$ cat config.mk
export PLATFORM = sky130hd
export DESIGN_NAME = bcd_countdown_timer
export DESIGN_NICKNAME = d
export VERILOG_FILES = /design/src/rtl/bcd_countdown_timer.sv
export SDC_FILE = /design/constraint.sdc
export NUM_CORES = 1
export LEC_CHECK = 0
export ABC_AREA = 1
export BUFFER_PORTS_ARGS = -buffer_cell sky130_fd_sc_hd__buf_2
export CAP_MARGIN = 20
export CORE_AREA = 2 2 87 89
export DETAILED_ROUTE_END_ITERATION = 16
export DIE_AREA = 0 0 89 91
export PLACE_DENSITY = 0.88
export SLEW_MARGIN = 30
export SYNTH_ARGS = -nofsm -noshare
export SYNTH_HDL_FRONTEND = slang
export SYNTH_SLANG_ARGS = --single-unit
export TNS_END_PERCENT = 5
$ cat constraint.sdc
create_clock -name Clkin -period 2.3 [get_ports Clkin]
set_input_delay 0.23 -clock Clkin [delete_from_list [all_inputs] [get_ports Clkin]]
set_output_delay 0.23 -clock Clkin [all_outputs]
set_load 0.005 [all_outputs]
$ cat src/rtl/bcd_countdown_timer.sv
// Four-digit BCD countdown timer with a built-in prescaler.
// Drives four active-low seven-segment digits and flags when the count reaches 0000.
module bcd_countdown_timer #(
    parameter int TICK_DIV = 50000000,
    parameter int CNT_W    = 26
) (
    input  logic        Clkin,
    input  logic        clear,
    input  logic [15:0] load_val,
    input  logic        load,
    input  logic        start,
    input  logic        pause,
    output logic [6:0]  num0,
    output logic [6:0]  num1,
    output logic [6:0]  num2,
    output logic [6:0]  num3,
    output logic        running,
    output logic        done,
    output logic        tick
);

    typedef enum logic [1:0] {S_IDLE, S_RUN, S_PAUSED, S_DONE} state_t;

    localparam logic [CNT_W-1:0] PRESC_LAST = CNT_W'(TICK_DIV - 1);

    state_t           state_q, state_d;
    logic [15:0]      count_q, count_d;
    logic [CNT_W-1:0] presc_q, presc_d;
    logic             tick_q, tick_d;

    // Digits above 9 are clamped to 9.
    function automatic logic [15:0] sanitise(input logic [15:0] v);
        logic [15:0] r;
        r = v;
        for (int i = 0; i < 4; i++) begin
            if (v[4*i +: 4] > 4'd9) r[4*i +: 4] = 4'd9;
        end
        return r;
    endfunction

    function automatic logic [15:0] bcd_dec(input logic [15:0] v);
        logic [15:0] r;
        logic        borrow;
        r      = v;
        borrow = 1'b1;
        for (int i = 0; i < 4; i++) begin
            if (borrow) begin
                if (v[4*i +: 4] == 4'd0) begin
                    r[4*i +: 4] = 4'd9;
                end else begin
                    r[4*i +: 4] = v[4*i +: 4] - 4'd1;
                    borrow      = 1'b0;
                end
            end
        end
        return r;
    endfunction

    function automatic logic [6:0] seg7(input logic [3:0] d);
        logic [6:0] s;
        case (d)
            4'd0:    s = 7'b1000000;
            4'd1:    s = 7'b1111001;
            4'd2:    s = 7'b0100100;
            4'd3:    s = 7'b0110000;
            4'd4:    s = 7'b0011001;
            4'd5:    s = 7'b0010010;
            4'd6:    s = 7'b0000010;
            4'd7:    s = 7'b1111000;
            4'd8:    s = 7'b0000000;
            4'd9:    s = 7'b0010000;
            default: s = 7'b1111111;
        endcase
        return s;
    endfunction

    // NOTE: sequential state uses non-blocking assignments so every flop samples pre-edge values.
    always_ff @(posedge Clkin or negedge clear) begin
        if (!clear) begin
            state_q <= S_IDLE;
            count_q <= 16'h0000;
            presc_q <= '0;
            tick_q  <= 1'b0;
        end else begin
            state_q <= state_d;
            count_q <= count_d;
            presc_q <= presc_d;
            tick_q  <= tick_d;
        end
    end

    // NOTE: every signal gets a default first so no path leaves it unassigned (no latches).
    always_comb begin
        state_d = state_q;
        count_d = count_q;
        presc_d = presc_q;
        tick_d  = 1'b0;
        case (state_q)
            S_IDLE: begin
                if (load) begin
                    count_d = sanitise(load_val);
                end else if (start && count_q != 16'h0000) begin
                    state_d = S_RUN;
                    presc_d = '0;
                end
            end
            S_RUN: begin
                if (pause) begin
                    state_d = S_PAUSED;
                end else if (count_q == 16'h0000) begin
                    state_d = S_DONE;
                end else if (presc_q == PRESC_LAST) begin
                    presc_d = '0;
                    tick_d  = 1'b1;
                    count_d = bcd_dec(count_q);
                    if (count_d == 16'h0000) state_d = S_DONE;
                end else begin
                    presc_d = presc_q + CNT_W'(1);
                end
            end
            S_PAUSED: begin
                if (load) begin
                    count_d = sanitise(load_val);
                    presc_d = '0;
                end else if (start && !pause && count_q != 16'h0000) begin
                    state_d = S_RUN;
                end
            end
            S_DONE: begin
                if (load) begin
                    count_d = sanitise(load_val);
                    state_d = S_IDLE;
                end
            end
            default: state_d = S_IDLE;
        endcase
    end

    always_comb begin
        running = (state_q == S_RUN);
        done    = (state_q == S_DONE);
        tick    = tick_q;
        num0    = seg7(count_q[3:0]);
        num1    = seg7(count_q[7:4]);
        num2    = seg7(count_q[11:8]);
        num3    = seg7(count_q[15:12]);
    end

endmodule

==> results of run 1 <==
[registers in the layout, summed over array words and instances, names as in the netlist]
signal	cells
presc_q	26
count_q	16
state_q	2
tick	1
[cell type report]
class                   count  area, µm²  share of cell area
inverters                  78        297              0.0655
flip-flops and latches     45       1130               0.249
well taps                  99        124              0.0274
clock buffers               7       86.3              0.0191
multi-input cells         454       2410               0.532
repair buffers             80        488               0.108
[power breakdown]
| group | switching, mW | internal, mW | leakage (nW) | total [mW] |
|---|---|---|---|---|
| Clock | 0.270 | 0.239 | 0.0443 | 0.509 |
| Combinational | 2.09 | 1.31 | 1.67 | 3.40 |
| Sequential | 0.218 | 0.957 | 0.599 | 1.18 |
[worst max-delay path: stages, from the launching register on]
cell      delay, ns
dfrtp_1        0.40
inv_1          0.08
ha_2           0.21
buf_4          0.16
ha_1           0.29
nand3_1        0.09
nor2_2         0.16
nand3_1        0.10
nor2_1         0.11
nand3_1        0.09
o21bai_2       0.17
nand2_1        0.10
nand2_1        0.07
nand2_1        0.06
[worst paths after layout]
path / end / cells after the start / startpoint / slack, ns
max in group asynchronous: count_q[2] / 3 / clear / 1.29
setup reg to reg: state_q[1] / 13 / count_q[0] / 0.10
setup / recovery: state_q[1] / 13 / count_q[0] / 0.10
min in group asynchronous: count_q[13] / 2 / clear / 0.43
hold reg to reg: presc_q[22] / 2 / presc_q[22] / 0.53
hold / removal: count_q[1] / 3 / load_val[1] / 0.22
[synthesized netlist by cell type (3+ instances only)]
cell        n
o21ai_1     5
nor2_1     66
inv_2       6
a31oi_1     3
buf_4       3
nand4_1    11
nand2_2     4
dfrtp_1    45
a21oi_1    20
xor2_1      8
ha_1       21
buf_2       6
inv_1      69
nor3_1     12
xnor2_1     6
o22ai_1     4
o21ai_0    56
clkbuf_1    3
o211ai_1    8
nor2_4      7
nand2_1   163
nor2_2      3
nand3_1    38
[stage by stage]
step | hold WS, ns | TNS, ns | area [µm²] | setup slack [ns]
global route | 0.239 | -0.0487 | 4530 | -0.0170
finish | 0.225 | 0 | 4530 | 0.101
CTS | 0.216 | 0 | 4480 | 0.00503
detailed placement | 0.228 | 0 | 4380 | 0.0473
floorplan | -0.0656 | 0 | 3880 | 0.294
global placement | 0.222 | 0 | 4380 | 0.121
[logic make-up after synthesis]
logic type,count (synthesis),share of synthesized area
AO/OA/AOI/OAI,105,0.151
XOR/XNOR,14,0.0316
adder cells (fa/ha/maj),21,0.0677
buffers and inverters,93,0.0977
flip-flops,45,0.290
AND/OR/NAND/NOR,314,0.362
[metal layers]
metal,GRT usage,vias up
li1,-,2063
met1,0.384,1928
met2,0.412,225
met3,0.0373,17
met4,0.0784,0
met5,0,-
[repair_timing]
item,in CTS,in global routing
endpoints found under the setup margin,2,21
gates resized for setup,0,10
hold buffers,1,0
pin swaps,0,2
hold endpoints to repair,18,0
setup buffers,1,2
==> reports/qor.yml, run 1 <==
timing:
  skew_ns: 0.00619
  setup_violations: 0
  min_period_ns: 2.20
  max_freq_mhz: 455
  tightest_slew_ns: 0.602
  fin_crit_sh: 0.956
  slew_viol_final: 0
  slew_headroom: 0.595
  hold_viol_final: 0
die:
  rows: 31
  die_w_um: 89
  core_mm2: 0.00714
  die-area_mm2: 0.00810
  io_pins: 52
  initial_core_util: 0.543
  die_h_um: 91
detailed_routing:
  met3_length_um: 904
  num_vias: 4233
  wl_per_cell_um: 13.6
  routed.top_layer: "met4"
  met1_length_mm: 4.46
  ant_nets: 0
  drtPass1Iterations: 5
  wl_mm: 10.4
  wl_met2_mm: 4.87
  drt_iter0_drc: 392
  viasPerCell: 5.55
  drc: 0
clocking:
  cts_buffers: 5
  cts.path.max_buffers: 2
  cts_htree_levels: 2
  cts_tree: "built"
  clk_pin_slew_ns: 0.09
  clock_latency_ns: 0.30
  root_buffer: "clkbuf_8"
  clock_sinks: 45
yosys:
  syn-instance-count: 592
  synth_cell_type_count: 42
  yosysTopAreaCell: "dfrtp_1"
  synth_edf_count: 0
  synth_top_area_frac: 0.290
  syn_nets: 634
  synth_area_per_cell_um2: 6.55
  yosys-top-cells-area: "dfrtp_1, nand2_1, o21ai_0"
  ys.warnings.count: 0
  ys_ff_latch: 45
  async_flop_share: 1.00
  synth_ff_type: "dfrtp_1"
  yosysSeqAreaShare: 0.290
  syn-cell-area_mm2: 0.00388
cells_and_area:
  nFillCells: 661
  utilization: 0.634
  instances_no_fill: 763
  final_common_cell: "nand2_1"
  nets: 706
  areaGrowthSynthToFinish_pct: 16.7
  num_antenna_cells: 0
  drive_gt1_frac: 0.184
  final_cell_mix: "nand2_1, inv_1, nor2_1"
worst_setup_path:
  crit_fanout: 6
  cp_data_arrival_time_ns: 2.39
  cp.required_ns: 2.50
  cp-end-kind: "register"
  critPathLaunchType: "register"
  crit_type: "reg -> reg"
global_route:
  grt-ovfl-total: 0
  grt_usage: 0.266
  grt_pass1_vias: 3803
  grt_max_degree: 21
  grt_antenna_before_repair: 0
  grt_pass1_wl_mm: 17.4
run_status:
  outcome: "finished, final reports clean"
placed_design:
  place_congestion: 1.01
  dp.cells: 752
  io_buffers: 51
  post-dp-hpwl_mm: 7.99
power:
  ir_drop_uv: 802
  power_density_mw_per_mm2: 1120
  leakagePower_nw: 2.31
  power_mw: 5.09
job:
  maxCapViolations: 0
min_path:
  hold_class: "in -> reg"
No activity file was read; power rests on OpenSTA's default activity.
==> inputs of run 2 (changes only) <==
--- a/config.mk
+++ b/config.mk
@@ -8,10 +8,10 @@
 export ABC_AREA = 1
 export BUFFER_PORTS_ARGS = -buffer_cell sky130_fd_sc_hd__buf_2
 export CAP_MARGIN = 20
-export CORE_AREA = 2 2 87 89
+export CORE_AREA = 2 2 85 87
 export DETAILED_ROUTE_END_ITERATION = 16
-export DIE_AREA = 0 0 89 91
-export PLACE_DENSITY = 0.88
+export DIE_AREA = 0 0 87 89
+export PLACE_DENSITY = 0.91
 export SLEW_MARGIN = 30
 export SYNTH_ARGS = -nofsm -noshare
 export SYNTH_HDL_FRONTEND = slang
==> reports/qor.yml, run 2 (synthesis results as in run 1) <==
die:
  initial_core_util: 0.577  # was 0.543
  core_mm2: 0.00672  # was 0.00714 mm²
  rows: 30  # was 31
  io_pins: 52  # unchanged
  die-area_mm2: 0.00774  # was 0.00810 mm²
  die_h_um: 89  # was 91 µm
  die_w_um: 87  # was 89 µm
timing:
  rsz0062_at_grt: "true"
  fin_crit_sh: 0.960  # was 0.956
  whs_ns: -0.00362  # was 0.225 ns
  max_freq_mhz: 453  # was 455 MHz
  skew_ns: 0.0116  # was 0.00619 ns
  min_period_ns: 2.21  # was 2.20 ns
  setup_violations: 0  # unchanged
  slew_headroom: 0.610  # was 0.595
  tightest_slew_ns: 0.584  # was 0.602 ns
  setup_ws_ns: 0.0911  # was 0.101 ns
  hold_viol_final: 3  # was 0
  slew_viol_final: 0  # unchanged
placed_design:
  io_buffers: 51  # unchanged
  place_congestion: 0.974  # was 1.01
  dp.cells: 729  # was 752
  dp_slack_ns: 0.0720  # was 0.0473 ns
  post-dp-hpwl_mm: 7.55  # was 7.99 mm
  dpl_cell_area_mm2: 0.00432  # was 0.00438 mm²
global_route:
  grt_pass1_vias: 3756  # was 3803
  grt_antenna_before_repair: 0  # unchanged
  grt_usage: 0.265  # was 0.266
  grt_pass1_wl_mm: 16.7  # was 17.4 mm
  grt_max_degree: 46  # was 21
  grt-ovfl-total: 0  # unchanged
cells_and_area:
  utilization: 0.663  # was 0.634
  multi_input_area_mm2: 0.00239  # was 0.00241 mm²
  largest_register_ffs: 26  # unchanged
  nets: 698  # was 706
  drive_gt1_frac: 0.177  # was 0.184
  top_register: "presc_q"  # unchanged
  final_cell_mix: "nand2_1, inv_1, nor2_1"  # unchanged
  num_antenna_cells: 0  # unchanged
  areaGrowthSynthToFinish_pct: 14.8  # was 16.7%
  largestRegisters: "presc_q (26), count_q (16), state_q (2)"  # unchanged
  fin_area_mm2: 0.00445  # was 0.00453 mm²
  instances_no_fill: 737  # was 763
  final-seq-area_mm2: 0.00113  # about the same
  final_common_cell: "nand2_1"  # unchanged
  nFillCells: 551  # was 661
clocking:
  cts_htree_levels: 2  # unchanged
  cts.path.max_buffers: 2  # unchanged
  clock_latency_ns: 0.31  # was 0.30 ns
  cts_buffers: 5  # unchanged
  root_buffer: "clkbuf_8"  # unchanged
  clock_sinks: 45  # unchanged
  clk_pin_slew_ns: 0.10  # was 0.09 ns
  cts_tree: "built"  # unchanged
worst_setup_path:
  cp.required_ns: 2.50  # about the same
  critical-path-top-delay-family: "simple AND/OR/NAND/NOR gates"  # unchanged
  slowest_stage: "dfrtp_1"  # unchanged
  crit_cells: 13  # unchanged
  cp-end-kind: "register"  # unchanged
  crit_fanout: 4  # was 6
  critPathLaunchType: "register"  # unchanged
  rr_worst_depth: 13  # unchanged
  worst-path-buf-inv: 2  # unchanged
  cp_data_arrival_time_ns: 2.41  # was 2.39 ns
  timing.rr.end: "state_q[1]"  # unchanged
  critical-path-max-stage-delay_ns: 0.41  # was 0.40 ns
  timing.rr.start: "count_q[0]"  # unchanged
  worstPathCellList: "inv_1, ha_1, buf_4, ha_1, nand3_1, nor2_1, nand3_1, nor2_1, nand3_1, o21bai_2, nand2_1, nand2_1, nand2_1"  # was inv_1, ha_2, buf_4, ha_1, nand3_1, nor2_2, nand3_1, nor2_1, nand3_1, o21bai_2, nand2_1, nand2_1, nand2_1
  crit_type: "reg -> reg"  # unchanged
  reg2reg_setup_slack_ns: 0.09  # was 0.10 ns
detailed_routing:
  ant_nets: 0  # unchanged
  viasPerCell: 5.59  # was 5.55
  drtPass1Iterations: 6  # was 5
  wl_mm: 9.87  # was 10.4 mm
  drt_iter0_drc: 421  # was 392
  drc: 0  # unchanged
  wl_per_cell_um: 13.4  # was 13.6 µm
  num_vias: 4117  # was 4233
power:
  leakagePower_nw: 2.27  # was 2.31 nW
  power_density_mw_per_mm2: 1140  # was 1120 mW/mm²
  ir_drop_uv: 782  # was 802 µV
job:
  maxCapViolations: 0  # unchanged
run_status:
  outcome: "finished, violations left"  # was finished, final reports clean
  violations: "hold timing"
min_path:
  hold_class: "in -> async"  # was in -> reg
run 2: how the worst max path moves through the flow:
stage	from	endpoint	slack, ns
floorplan	count_q[0]	presc_q[18]	0.29
global placement	count_q[1]	state_q[1]	0.18
detailed placement	count_q[8]	state_q[0]	0.07
CTS	count_q[8]	state_q[1]	0.08
global route	count_q[5]	state_q[1]	-0.03
finish	count_q[0]	state_q[1]	0.09
run 2: layer usage:
| metal | up-vias | share of wire | global-route usage |
|---|---|---|---|
| met1 | 1854 | 0.46 | 0.371 |
| met3 | 19 | 0.068 | 0.0332 |
| li1 | 2048 | - | - |
| met5 | - | 0 | 0 |
| met2 | 196 | 0.46 | 0.440 |
| met4 | 0 | 0.013 | 0.0625 |
run 2: through the flow:
| step | power, mW | hold WS, ns | TNS, ns |
|---|---|---|---|
| finish | 5.06 | -0.00362 | 0 |
| global route | 5.51 | 0.0488 | -0.0262 |
| CTS | 5.02 | 0.0275 | 0 |
| detailed placement | 4.38 | 0.358 | 0 |
| global placement | 4.29 | 0.351 | 0 |
| floorplan | 3.31 | -0.0656 | 0 |
run 2: report_power, final:
part | switching [mW] | leakage [nW] | internal (mW)
Clock | 0.298 | 0.0543 | 0.326
Sequential | 0.259 | 0.598 | 0.958
Combinational | 1.98 | 1.61 | 1.24
run 2: layout make-up:
class                   count  area share
multi-input cells         454       0.537
flip-flops and latches     45       0.253
repair buffers             72      0.0955
inverters                  78      0.0666
well taps                  80      0.0225
clock buffers               5      0.0154
clock inverters             3      0.0104
run 2: repair_timing:
| action | in CTS | in global routing |
|---|---|---|
| hold buffers | 0 | 0 |
| resized for setup | 0 | 6 |
| endpoints found under the setup margin | 0 | 23 |
| buffers inserted | 0 | 0 |
run 2: worst reg2reg max path, delay by kind of cell, from the launching register on:
| family | cells | cell delay (ns) |
|---|---|---|
| compound gates | 1 | 0.16 |
| fa+ha+maj | 2 | 0.54 |
| buf+inv | 2 | 0.24 |
| flops | 1 | 0.41 |
| simple gates | 8 | 0.73 |
